===== config.mk =====
export PLATFORM = sky130hd
export DESIGN_NAME = serial_adder_ctrl
export DESIGN_NICKNAME = d
export VERILOG_FILES = /design/src/rtl/serial_adder_ctrl.sv
export SDC_FILE = /design/constraint.sdc
export NUM_CORES = 1
export LEC_CHECK = 0
export BUFFER_PORTS_ARGS = -buffer_cell sky130_fd_sc_hd__buf_2
export CAP_MARGIN = 15
export CELL_PAD_IN_SITES_DETAIL_PLACEMENT = 1
export CELL_PAD_IN_SITES_GLOBAL_PLACEMENT = 1
export CORE_MARGIN = 2
export CORE_UTILIZATION = 35
export CTS_CLUSTER_SIZE = 24
export DETAILED_ROUTE_END_ITERATION = 10
export PLACE_DENSITY = 0.65
export SYNTH_ARGS = -nofsm -noshare
export SYNTH_HDL_FRONTEND = slang
export SYNTH_SLANG_ARGS = --single-unit
export TNS_END_PERCENT = 50

===== constraint.sdc =====
create_clock -name clk_in -period 1.8 [get_ports clk_in]
set_input_delay 0.36 -clock clk_in [delete_from_list [all_inputs] [get_ports clk_in]]
set_output_delay 0.36 -clock clk_in [all_outputs]
set_load 0.005 [all_outputs]

===== src/rtl/serial_adder_ctrl.sv =====
// Bit-serial WIDTH-bit adder: one operand bit pair per clock, LSB first, through a
// full adder built from two half_adder cells. Result and carry are registered at completion.

module half_adder (
    input  logic a_in,
    input  logic b_in,
    output logic sum_out,
    output logic carry_out
);
    assign sum_out   = a_in ^ b_in;
    assign carry_out = a_in & b_in;
endmodule

module serial_adder_ctrl #(
    parameter int WIDTH = 8
) (
    input  logic             clk_in,
    input  logic             rst_in,
    input  logic             start_in,
    input  logic [WIDTH-1:0] a_in,
    input  logic [WIDTH-1:0] b_in,
    output logic             busy_out,
    output logic             done_out,
    output logic [WIDTH-1:0] sum_out,
    output logic             carry_out
);
    localparam int CW = $clog2(WIDTH + 1);

    localparam logic [1:0] ST_IDLE = 2'd0;
    localparam logic [1:0] ST_ADD  = 2'd1;
    localparam logic [1:0] ST_DONE = 2'd2;

    localparam logic [CW-1:0] CNT_ZERO = CW'(0);
    localparam logic [CW-1:0] CNT_ONE  = CW'(1);
    localparam logic [CW-1:0] CNT_LAST = CW'(WIDTH - 1);

    logic [1:0]       state_q,  state_d;
    logic [WIDTH-1:0] a_sr_q,   a_sr_d;
    logic [WIDTH-1:0] b_sr_q,   b_sr_d;
    logic [WIDTH-1:0] res_sr_q, res_sr_d;
    logic             carry_q,  carry_d;
    logic [CW-1:0]    cnt_q,    cnt_d;
    logic             busy_q,   busy_d;
    logic             done_q,   done_d;
    logic [WIDTH-1:0] sum_q,    sum_d;
    logic             cout_q,   cout_d;

    logic ha0_sum_s, ha0_carry_s;
    logic fa_sum_s,  ha1_carry_s;
    logic fa_cout_s;

    half_adder u_ha0 (
        .a_in      (a_sr_q[0]),
        .b_in      (b_sr_q[0]),
        .sum_out   (ha0_sum_s),
        .carry_out (ha0_carry_s)
    );

    half_adder u_ha1 (
        .a_in      (ha0_sum_s),
        .b_in      (carry_q),
        .sum_out   (fa_sum_s),
        .carry_out (ha1_carry_s)
    );

    assign fa_cout_s = ha0_carry_s | ha1_carry_s;

    // Next-state and datapath decode for the serial add sequence
    always_comb begin
        state_d  = state_q;
        a_sr_d   = a_sr_q;
        b_sr_d   = b_sr_q;
        res_sr_d = res_sr_q;
        carry_d  = carry_q;
        cnt_d    = cnt_q;
        done_d   = 1'b0;
        sum_d    = sum_q;
        cout_d   = cout_q;
        case (state_q)
            ST_IDLE: begin
                if (start_in) begin
                    a_sr_d   = a_in;
                    b_sr_d   = b_in;
                    res_sr_d = {WIDTH{1'b0}};
                    carry_d  = 1'b0;
                    cnt_d    = CNT_ZERO;
                    state_d  = ST_ADD;
                end else begin
                    state_d  = ST_IDLE;
                end
            end
            ST_ADD: begin
                res_sr_d = {fa_sum_s, res_sr_q[WIDTH-1:1]};
                a_sr_d   = {1'b0, a_sr_q[WIDTH-1:1]};
                b_sr_d   = {1'b0, b_sr_q[WIDTH-1:1]};
                carry_d  = fa_cout_s;
                cnt_d    = cnt_q + CNT_ONE;
                // Final bit: publish straight from the adder so no partial value is ever visible
                if (cnt_q == CNT_LAST) begin
                    sum_d   = {fa_sum_s, res_sr_q[WIDTH-1:1]};
                    cout_d  = fa_cout_s;
                    done_d  = 1'b1;
                    state_d = ST_DONE;
                end else begin
                    state_d = ST_ADD;
                end
            end
            ST_DONE: begin
                state_d = ST_IDLE;
            end
            default: begin
                state_d = ST_IDLE;
            end
        endcase
        busy_d = (state_d != ST_IDLE);
    end

    // State, shift registers and registered outputs
    always_ff @(posedge clk_in or posedge rst_in) begin
        if (rst_in) begin
            state_q  <= ST_IDLE;
            a_sr_q   <= {WIDTH{1'b0}};
            b_sr_q   <= {WIDTH{1'b0}};
            res_sr_q <= {WIDTH{1'b0}};
            carry_q  <= 1'b0;
            cnt_q    <= CNT_ZERO;
            busy_q   <= 1'b0;
            done_q   <= 1'b0;
            sum_q    <= {WIDTH{1'b0}};
            cout_q   <= 1'b0;
        end else begin
            state_q  <= state_d;
            a_sr_q   <= a_sr_d;
            b_sr_q   <= b_sr_d;
            res_sr_q <= res_sr_d;
            carry_q  <= carry_d;
            cnt_q    <= cnt_d;
            busy_q   <= busy_d;
            done_q   <= done_d;
            sum_q    <= sum_d;
            cout_q   <= cout_d;
        end
    end

    assign busy_out  = busy_q;
    assign done_out  = done_q;
    assign sum_out   = sum_q;
    assign carry_out = cout_q;

endmodule


==> flow_metrics.tcl, run 1 <==
set metrics [dict create \
    finalMaxSlewViolations 0 \
    syn_avg_cell_area_um2 11.8 \
    grt_pass1_wl_um 6620 \
    post_cts.repair.setup_buffers 0 \
    setup_tns_ns 0 \
    dp_slack_ns 0.154 \
    yosysWarnings 0 \
    grt_pass1_vias 1335 \
    wl_um 3740 \
    crit_required_ns 1.98 \
    fmax_mhz 613 \
    max_stage_delay_ns 0.41 \
    worstRegToRegCells 4 \
    pwr-share-clk 0.301 \
    fin_crit_ns 1.63 \
    ys_ff_latch 40 \
    placementRows 25 \
    path_clk_slew_ns 0.08 \
    startpoint "cnt_q[1]" \
    power_per_cell_area_nw_per_um2 1650 \
    relSlewSlack 0.654 \
    dp_cells 223 \
    combPwrFrac 0.273 \
    tightestPinTransition_ns 0.519 \
    multiInputGateArea_um2 621 \
    pwr-share-seq 0.426 \
    ir_drop_v 0.000502 \
    grt_max_degree 41 \
    clkSinkCount 40 \
    maxCapViolations 0 \
    dp_hpwl_um 2570 \
    place_area_um2 1890 \
    hold_ws_ns 0.175 \
    drc 0 \
    die_x_um 73.0 \
    stdcell_area_um2 2050 \
    start_util 0.358 \
    p_leak_nw 0.969 \
    clock_latency_ns 0.30 \
    cts_buffers 5 \
    grt_usage 0.165 \
    final_net_count 197 \
    yosysTopAreaCell "dfrtp_1" \
    end_kind "flop" \
    ff_latch_area_um2 1000 \
    vias_per_cell 5.36 \
    crit_fanout 10 \
    p_sw_frac 0.298 \
    vias 1238 \
    fin_crit_sh 0.907 \
    intPower_mw 2.37 \
    port-buffer-count 29 \
    netlist-cell-type-count 20 \
    die-area_um2 5330 \
    cts.path.max_buffers 2 \
    drive_gt1_frac 0.311 \
    syn_to_final_growth_pct 23.2 \
    syn-cell-area_um2 1670 \
    synth_edf_count 0 \
    core_um2 4660 \
    antenna_left 0 \
    dr.pass1.iters 3 \
    cts_tree "done" \
    rsz0062_at_grt "no" \
    regToRegSetupSlack_ns 0.17 \
    setup_violations 0 \
    mostFrequentLayoutCells "40 x dfrtp_1, 29 x buf_2, 17 x o21ai_0" \
    arrival_ns 1.81 \
    switching_power_mw 1.01 \
    finalClockSkew_ns 0.00599 \
    drt_iter0_drc 82 \
    cts_root_buf "clkbuf_8" \
    synth.top_cell.area_share 0.601 \
    antenna_cells 0 \
    cts-resized-gates 0 \
    synth-seq-area-share 0.601 \
    cp_slowest_cell "dfrtp_1" \
    finalWorstSetupSlack_ns 0.168 \
    hold_viol_final 0 \
    layout_commonest_cell "dfrtp_1" \
    r2r-start "cnt_q[1]" \
    stdcell_count 231 \
    synth-main-ff-cell "dfrtp_1" \
    antenna_found_initial 0 \
    worst_setup_path_start_kind "flop" \
    hold_path.class "input pin to asynchronous set/reset pin" \
    crit_path_cell_trace "ha_1, nand2_1, nor3_4, mux2_2" \
    pin_count 30 \
    criticalPathCategory "flop to flop" \
    synthArstFlopShare 1.00 \
    nFillCells 511 \
    crit_end "sum_out[1]" \
    synthTopCellsByArea "dfrtp_1 60%, mux2_2 6.8%, a22oi_1 6.3%" \
    postCtsHoldBufs 0 \
    cts.htree.levels 2 \
    gp_congestion 0.725 \
    synthCells 141 \
    status "complete, no violations" \
    dieHeight_um 73.0 \
    rr_endpoint "sum_out[1]" \
    synth_fp_nets 162 \
    wire_per_inst_um 16.2 \
    grt-ovfl-total 0 \
]
## cell families (layout without fill, tap and decap cells)
family / Yosys count / count (layout) / share of synthesized area
AO/OA/AOI/OAI: 50 / 50 / 0.198
multiplexers: 10 / 10 / 0.0676
adder cells (fa/ha/maj): 2 / 2 / 0.0195
buffers and inverters: 10 / 46 / 0.0270
flip-flops: 40 / 40 / 0.601
AND/OR/NAND/NOR: 29 / 29 / 0.0871
## flip-flops by register name (all words and copies together) (netlist names)
register and flops:
done_out 1, state_q 1, cnt_q 4, res_sr_q 7, a_sr_q 8, b_sr_q 8
sum_out 8, busy_out 1, carry_out 1, carry_q 1
## critical path, delay by kind of cell (launching register included)
family	cells	cell delay, ns
muxes	1	0.40
adders and majority gates	1	0.21
and+or+nand+nor	2	0.50
DFF	1	0.41
## power groups by stage
stage	logic [mW]	clock network, mW	registers [mW]
after floorplan	0.627	0	1.41
after global placement	0.895	0	1.43
after detailed placement	0.937	0	1.46
after CTS	0.942	1.04	1.44
after global routing	1.05	1.07	1.49
final	0.923	1.02	1.44
## synthesized netlist by cell type, types with 2 or more instances
| cell | n |
|---|---|
| a21oi_1 | 6 |
| a22o_1 | 10 |
| a22oi_1 | 14 |
| buf_2 | 6 |
| clkbuf_1 | 2 |
| dfrtp_1 | 40 |
| inv_1 | 2 |
| mux2_2 | 10 |
| nand2_1 | 16 |
| nor2_1 | 2 |
| nor2b_1 | 8 |
| o21ai_0 | 17 |
## per-layer routing
metal	track usage	wire length (um)	up-vias
li1	-	-	574
met1	0.208	1650	633
met2	0.260	1870	22
met3	0.0428	131	9
met4	0.0844	90	0
met5	0	0	-
## area by class of cell
| class | instances | area share |
|---|---|---|
| clock buffers | 5 | 0.0335 |
| inverters | 2 | 0.00366 |
| multi-input cells | 91 | 0.302 |
| well taps | 54 | 0.0329 |
| repair buffers | 36 | 0.0963 |
| flip-flops and latches | 40 | 0.488 |
| clock inverters | 3 | 0.0439 |
## worst min-delay path by stage
stage              start        end  slack, ns  cells after the start
6_report          rst_in  b_sr_q[6]       0.17                      3
5_1_grt           rst_in  b_sr_q[6]       0.22                      3
4_1_cts           rst_in  b_sr_q[5]       0.18                      3
3_5_place_dp   b_sr_q[1]  b_sr_q[1]       0.48                      2
3_3_place_gp   b_sr_q[2]  b_sr_q[2]       0.47                      2
2_1_floorplan  a_sr_q[1]  a_sr_q[1]       0.45                      2
## stage by stage
step | utilization | power (mW)
5_1_grt | 0.441 | 3.62
4_1_cts | 0.441 | 3.43
3_5_place_dp | 0.406 | 2.40
3_3_place_gp | 0.406 | 2.33
6_report | 0.441 | 3.38
2_1_floorplan | - | 2.04
Note: power is estimated with default switching activity, not from simulation.
==> run 2: changes to the inputs <==
Settings changed: BUFFER_PORTS_ARGS -buffer_cell sky130_fd_sc_hd__buf_2 to -buffer_cell sky130_fd_sc_hd__buf_4.
==> run 2 against run 1 <==
  * Cell count rose by 0.43%
  * Clock power fell by 29%
  * Worst hold slack improved by 0.020 ns
  * Critical path depth did not move
  * Fmax fell by 2.4%
  * Die area did not move
  * First-iteration DRC count rose by 15%
  * Sequential power barely moved
==> flow_metrics.tcl, run 2 (same netlist as run 1, synthesis figures left out) <==
set metrics [dict create \
    status "complete, no violations" \
    finalMaxSlewViolations 0 \
    gp_congestion 0.729 \
    post_cts.repair.setup_buffers 0 \
    grt_pass1_wl_um 6160 \
    maxCapViolations 0 \
    dp_cells 224 \
    routed.top_layer "met4" \
    crit_fanout 10 \
    worstRegToRegCells 4 \
    grt_usage 0.153 \
    hold_viol_final 0 \
    finalClockSkew_ns 0.00336 \
    cts_tree "done" \
    grt-ovfl-total 0 \
    dp_hpwl_um 2580 \
    fin_util 0.448 \
    placementRows 25 \
    fin_crit_sh 0.929 \
    pin_count 30 \
    wire_per_inst_um 16.0 \
    mostFrequentLayoutCells "40 x dfrtp_1, 37 x buf_4, 17 x o21ai_0" \
    setup_tns_ns 0 \
    stdcell_count 232 \
    regToRegSetupSlack_ns 0.13 \
    antenna_found_initial 0 \
    start_util 0.358 \
    cts_root_buf "clkbuf_8" \
    tightestPinTransition_ns 0.522 \
    cp_slowest_cell "dfrtp_1" \
    syn_to_final_growth_pct 25.2 \
    power_per_cell_area_nw_per_um2 1510 \
    drive_gt1_frac 0.315 \
    setup_violations 0 \
    end_kind "flop" \
    hold_ws_ns 0.195 \
    drc 0 \
    vias_per_cell 5.34 \
    final_net_count 198 \
    dieHeight_um 73.0 \
    arrival_ns 1.85 \
    worst_setup_path_start_kind "flop" \
    clkSinkCount 40 \
    met2WireLength_um 1960 \
    dr.pass1.iters 4 \
    m1WireLength_um 1580 \
    fmax_mhz 598 \
    ir_drop_v 0.000539 \
    crit_path_cell_trace "ha_1, nand2_1, nor3_4, mux2_2" \
    core_um2 4660 \
    grt_pass1_vias 1265 \
    hold_path.class "input pin to asynchronous set/reset pin" \
    relSlewSlack 0.651 \
    grt_max_degree 41 \
    layout_commonest_cell "dfrtp_1" \
    vias 1238 \
    finalWorstSetupSlack_ns 0.127 \
    die-area_um2 5330 \
    antenna_left 0 \
    die_x_um 73.0 \
    route.met3.wl_um 125 \
    nFillCells 501 \
    cts.htree.levels 2 \
    rsz0062_at_grt "no" \
    cts_buffers 5 \
    multiInputGateArea_um2 621 \
    port-buffer-count 29 \
    crit_required_ns 1.97 \
    cts-resized-gates 0 \
    dp_slack_ns 0.127 \
    criticalPathCategory "flop to flop" \
    antenna_cells 0 \
    wl_um 3710 \
    drt_iter0_drc 94 \
    path_clk_slew_ns 0.08 \
    p_leak_nw 0.969 \
    fin_crit_ns 1.67 \
    clock_latency_ns 0.29 \
    cts.path.max_buffers 2 \
    max_stage_delay_ns 0.43 \
    postCtsHoldBufs 0 \
    ff_latch_area_um2 1000 \
]
-- run 2: changes by cell type in the layout (fill, tap and decap cells not counted), sizes merged --
| cell | previous run | this run |
|---|---|---|
| buf | 36 | 37 |
| clkinv | 0 | 1 |
| clkinvlp | 0 | 1 |
| bufinv | 3 | 1 |
-- run 2: worst max-delay path: cells and delay by family, from the launching register on --
kind | cells | cell delay (ns)
flip-flops | 1 | 0.43
adder cells (fa/ha/maj) | 1 | 0.20
multiplexers | 1 | 0.40
AND/OR/NAND/NOR | 2 | 0.54
-- run 2: final cells by class --
cell class                      count  area share
Sequential cell                    40       0.480
Tap cell                           54      0.0324
Multi-Input combinational cell     91       0.298
Timing Repair Buffer               37       0.133
Inverter                            2     0.00360
Clock buffer                        5      0.0330
Clock inverter                      3      0.0204
-- run 2: report_power, final --
part	leakage (nW)	switching, mW	total [mW]	internal (mW)
Clock	0.0541	0.311	0.721	0.410
Sequential	0.519	0.225	1.44	1.21
Combinational	0.396	0.464	1.00	0.536
-- run 2: metrics by stage --
step	cell area, um2	power, mW
2_1_floorplan	1670	2.04
3_3_place_gp	1970	2.40
3_5_place_dp	1970	2.48
4_1_cts	2090	3.22
5_1_grt	2090	3.40
6_report	2090	3.16
-- run 2: path summary, 6_finish.rpt --
path                           start     endpoint
max reg2reg                 cnt_q[0]   sum_out[4]
max                         cnt_q[0]   sum_out[4]
min reg2reg                b_sr_q[1]    b_sr_q[1]
max in group asynchronous     rst_in  res_sr_q[3]
min in group clk_in          a_in[5]    a_sr_q[5]
min                           rst_in    b_sr_q[2]
-- run 2: routing by layer --
| metal | GRT usage | up-vias |
|---|---|---|
| met3 | 0.0387 | 4 |
| met2 | 0.250 | 22 |
| met4 | 0.0494 | 0 |
| met5 | 0 | - |
| li1 | - | 579 |
| met1 | 0.198 | 633 |
==> run 3: changes to the inputs <==
--- a/config.mk
+++ b/config.mk
@@ -13,2 +13,3 @@
 export CORE_UTILIZATION = 35
+export CTS_BUF_LIST = sky130_fd_sc_hd__clkbuf_4
 export CTS_CLUSTER_SIZE = 24
==> constraint.sdc (replaced) <==
create_clock -name clk_in -period 1.8 [get_ports clk_in]
set_input_delay 0.27 -clock clk_in [delete_from_list [all_inputs] [get_ports clk_in]]
set_output_delay 0.27 -clock clk_in [all_outputs]
set_load 0.005 [all_outputs]
==> run 3 against run 2 <==
  * Clock power decreased by 18%
  * Sequential power about the same
  * Total power decreased by 3.4%
  * Fmax increased by 5.7%
  * Worst setup slack improved by 0.090 ns
  * Combinational power about the same
  * Worst hold slack got worse by 0.16 ns
  * Clock-buffer cell count unchanged
  * Sequential share of layout area increased by 0.26 points
  * Die area unchanged
  * Critical path depth increased by 1
  * Highest routed layer unchanged
==> flow_metrics.tcl, run 3 (same netlist as run 1, synthesis figures left out) <==
set metrics [dict create \
    crit_path_cell_trace "ha_1, nand2_1, nor3_4, buf_12, mux2_2" \
    wl_um 3750 \
    grt_pass1_wl_um 6130 \
    die_x_um 73.0 \
    dp_cells 224 \
    start_util 0.358 \
    grt_max_degree 41 \
    criticalPathCategory "flop to flop" \
    antenna_found_initial 0 \
    port-buffer-count 29 \
    relSlewSlack 0.668 \
    grt_pass1_vias 1267 \
    cts-resized-gates 0 \
    mostFrequentLayoutCells "40 x dfrtp_1, 37 x buf_4, 17 x o21ai_0" \
    path_clk_slew_ns 0.12 \
    power_per_cell_area_nw_per_um2 1470 \
    drt_iter0_drc 66 \
    dieHeight_um 73.0 \
    worstRegToRegCells 5 \
    end_kind "flop" \
    fin_crit_sh 0.879 \
    max_stage_delay_ns 0.45 \
    worst_setup_path_start_kind "flop" \
    gp_congestion 0.729 \
    grt.busiest_layer "met2" \
    hold_ws_ns 0.0338 \
    r2r-start "cnt_q[0]" \
    critPathBufInv 1 \
    vias 1251 \
    crit_required_ns 2.04 \
    rr_endpoint "sum_out[7]" \
    tightestPinTransition_ns 0.497 \
    drc 0 \
    placementRows 25 \
    dr.pass1.iters 4 \
    layout_commonest_cell "dfrtp_1" \
    drive_gt1_frac 0.318 \
    cts_root_buf "clkbuf_4" \
    total_power_mw 3.05 \
    met3_usage 0.0387 \
    cts.path.max_buffers 2 \
    grt_usage 0.152 \
    crit_end "sum_out[7]" \
    use_met1 0.195 \
    clkSinkCount 40 \
    pin_count 30 \
    antenna_left 0 \
    core_um2 4660 \
    hold_viol_final 0 \
    p_leak_nw 0.966 \
    dp_hpwl_um 2580 \
    finalMaxSlewViolations 0 \
    regToRegSetupSlack_ns 0.22 \
    finalWorstSetupSlack_ns 0.217 \
    wire_per_inst_um 16.1 \
    cts.htree.levels 2 \
    setup_tns_ns 0 \
    fin_crit_ns 1.58 \
    grtUsageMet2 0.248 \
    grt-ovfl-total 0 \
    dp_slack_ns 0.127 \
    cp_slowest_cell "dfrtp_1" \
    die-area_um2 5330 \
    setup_violations 0 \
    final_net_count 199 \
    clock_latency_ns 0.34 \
    rsz0062_at_grt "no" \
    nFillCells 499 \
    ir_drop_v 0.000514 \
    fmax_mhz 632 \
    hold_path.class "input pin to asynchronous set/reset pin" \
    cp_top_family "flip-flops" \
    status "complete, no violations" \
    antenna_cells 0 \
    cp.depth 5 \
    arrival_ns 1.82 \
    postCtsHoldBufs 0 \
    crit_fanout 10 \
    maxCapViolations 0 \
    startpoint "cnt_q[0]" \
    vias_per_cell 5.37 \
    finalClockSkew_ns 0.00780 \
    stdcell_count 233 \
    cts_buffers 5 \
    syn_to_final_growth_pct 24.5 \
    cts_tree "done" \
]
run 3: area by class of cell:
cell class                 count  area [um2]  share of cell area
tap                           54        67.6              0.0326
multi-input combinational     91         621               0.299
inverter                       2        7.51             0.00362
clock inverter                 3        42.5              0.0205
sequential                    40        1000               0.483
timing repair buffer          38         298               0.144
clock buffer                   5        37.5              0.0181
run 3: what timing repair did:
item / 4_1_cts / 5_1_grt
buffers inserted: 0 / 1
endpoints found under the setup margin: 0 / 3
endpoints found under the hold margin: 0 / 0
run 3: report_power, final:
part,internal (mW),switching (mW)
sequential,1.21,0.229
combinational,0.552,0.469
clock,0.290,0.299
total,2.05,0.998
run 3: worst min path at each step:
stage                      to  slack, ns  startpoint  depth (start not counted)
floorplan           a_sr_q[1]       0.45   a_sr_q[1]                          2
global placement    b_sr_q[3]       0.43      rst_in                          3
detailed placement  b_sr_q[3]       0.44      rst_in                          3
CTS                 b_sr_q[3]       0.04      rst_in                          3
global route        b_sr_q[3]       0.06      rst_in                          3
finish               cnt_q[0]       0.03      rst_in                          3
run 3: routing by layer:
layer  share of wire  up-vias
met5               0        -
met4           0.016        0
met3           0.033        6
met2            0.52       23
met1            0.43      639
li1                -      583
run 3: worst register-to-register path, stage by stage (launching register included):
cell and delay, ns:
dfrtp_1 0.45, ha_1 0.20, nand2_1 0.12, nor3_4 0.22
buf_12 0.16, mux2_2 0.33
run 3: per-stage QoR:
step	util	area [um2]
after floorplan	-	1670
after global placement	0.424	1970
after detailed placement	0.424	1970
after CTS	0.441	2050
after global routing	0.445	2070
final	0.445	2070
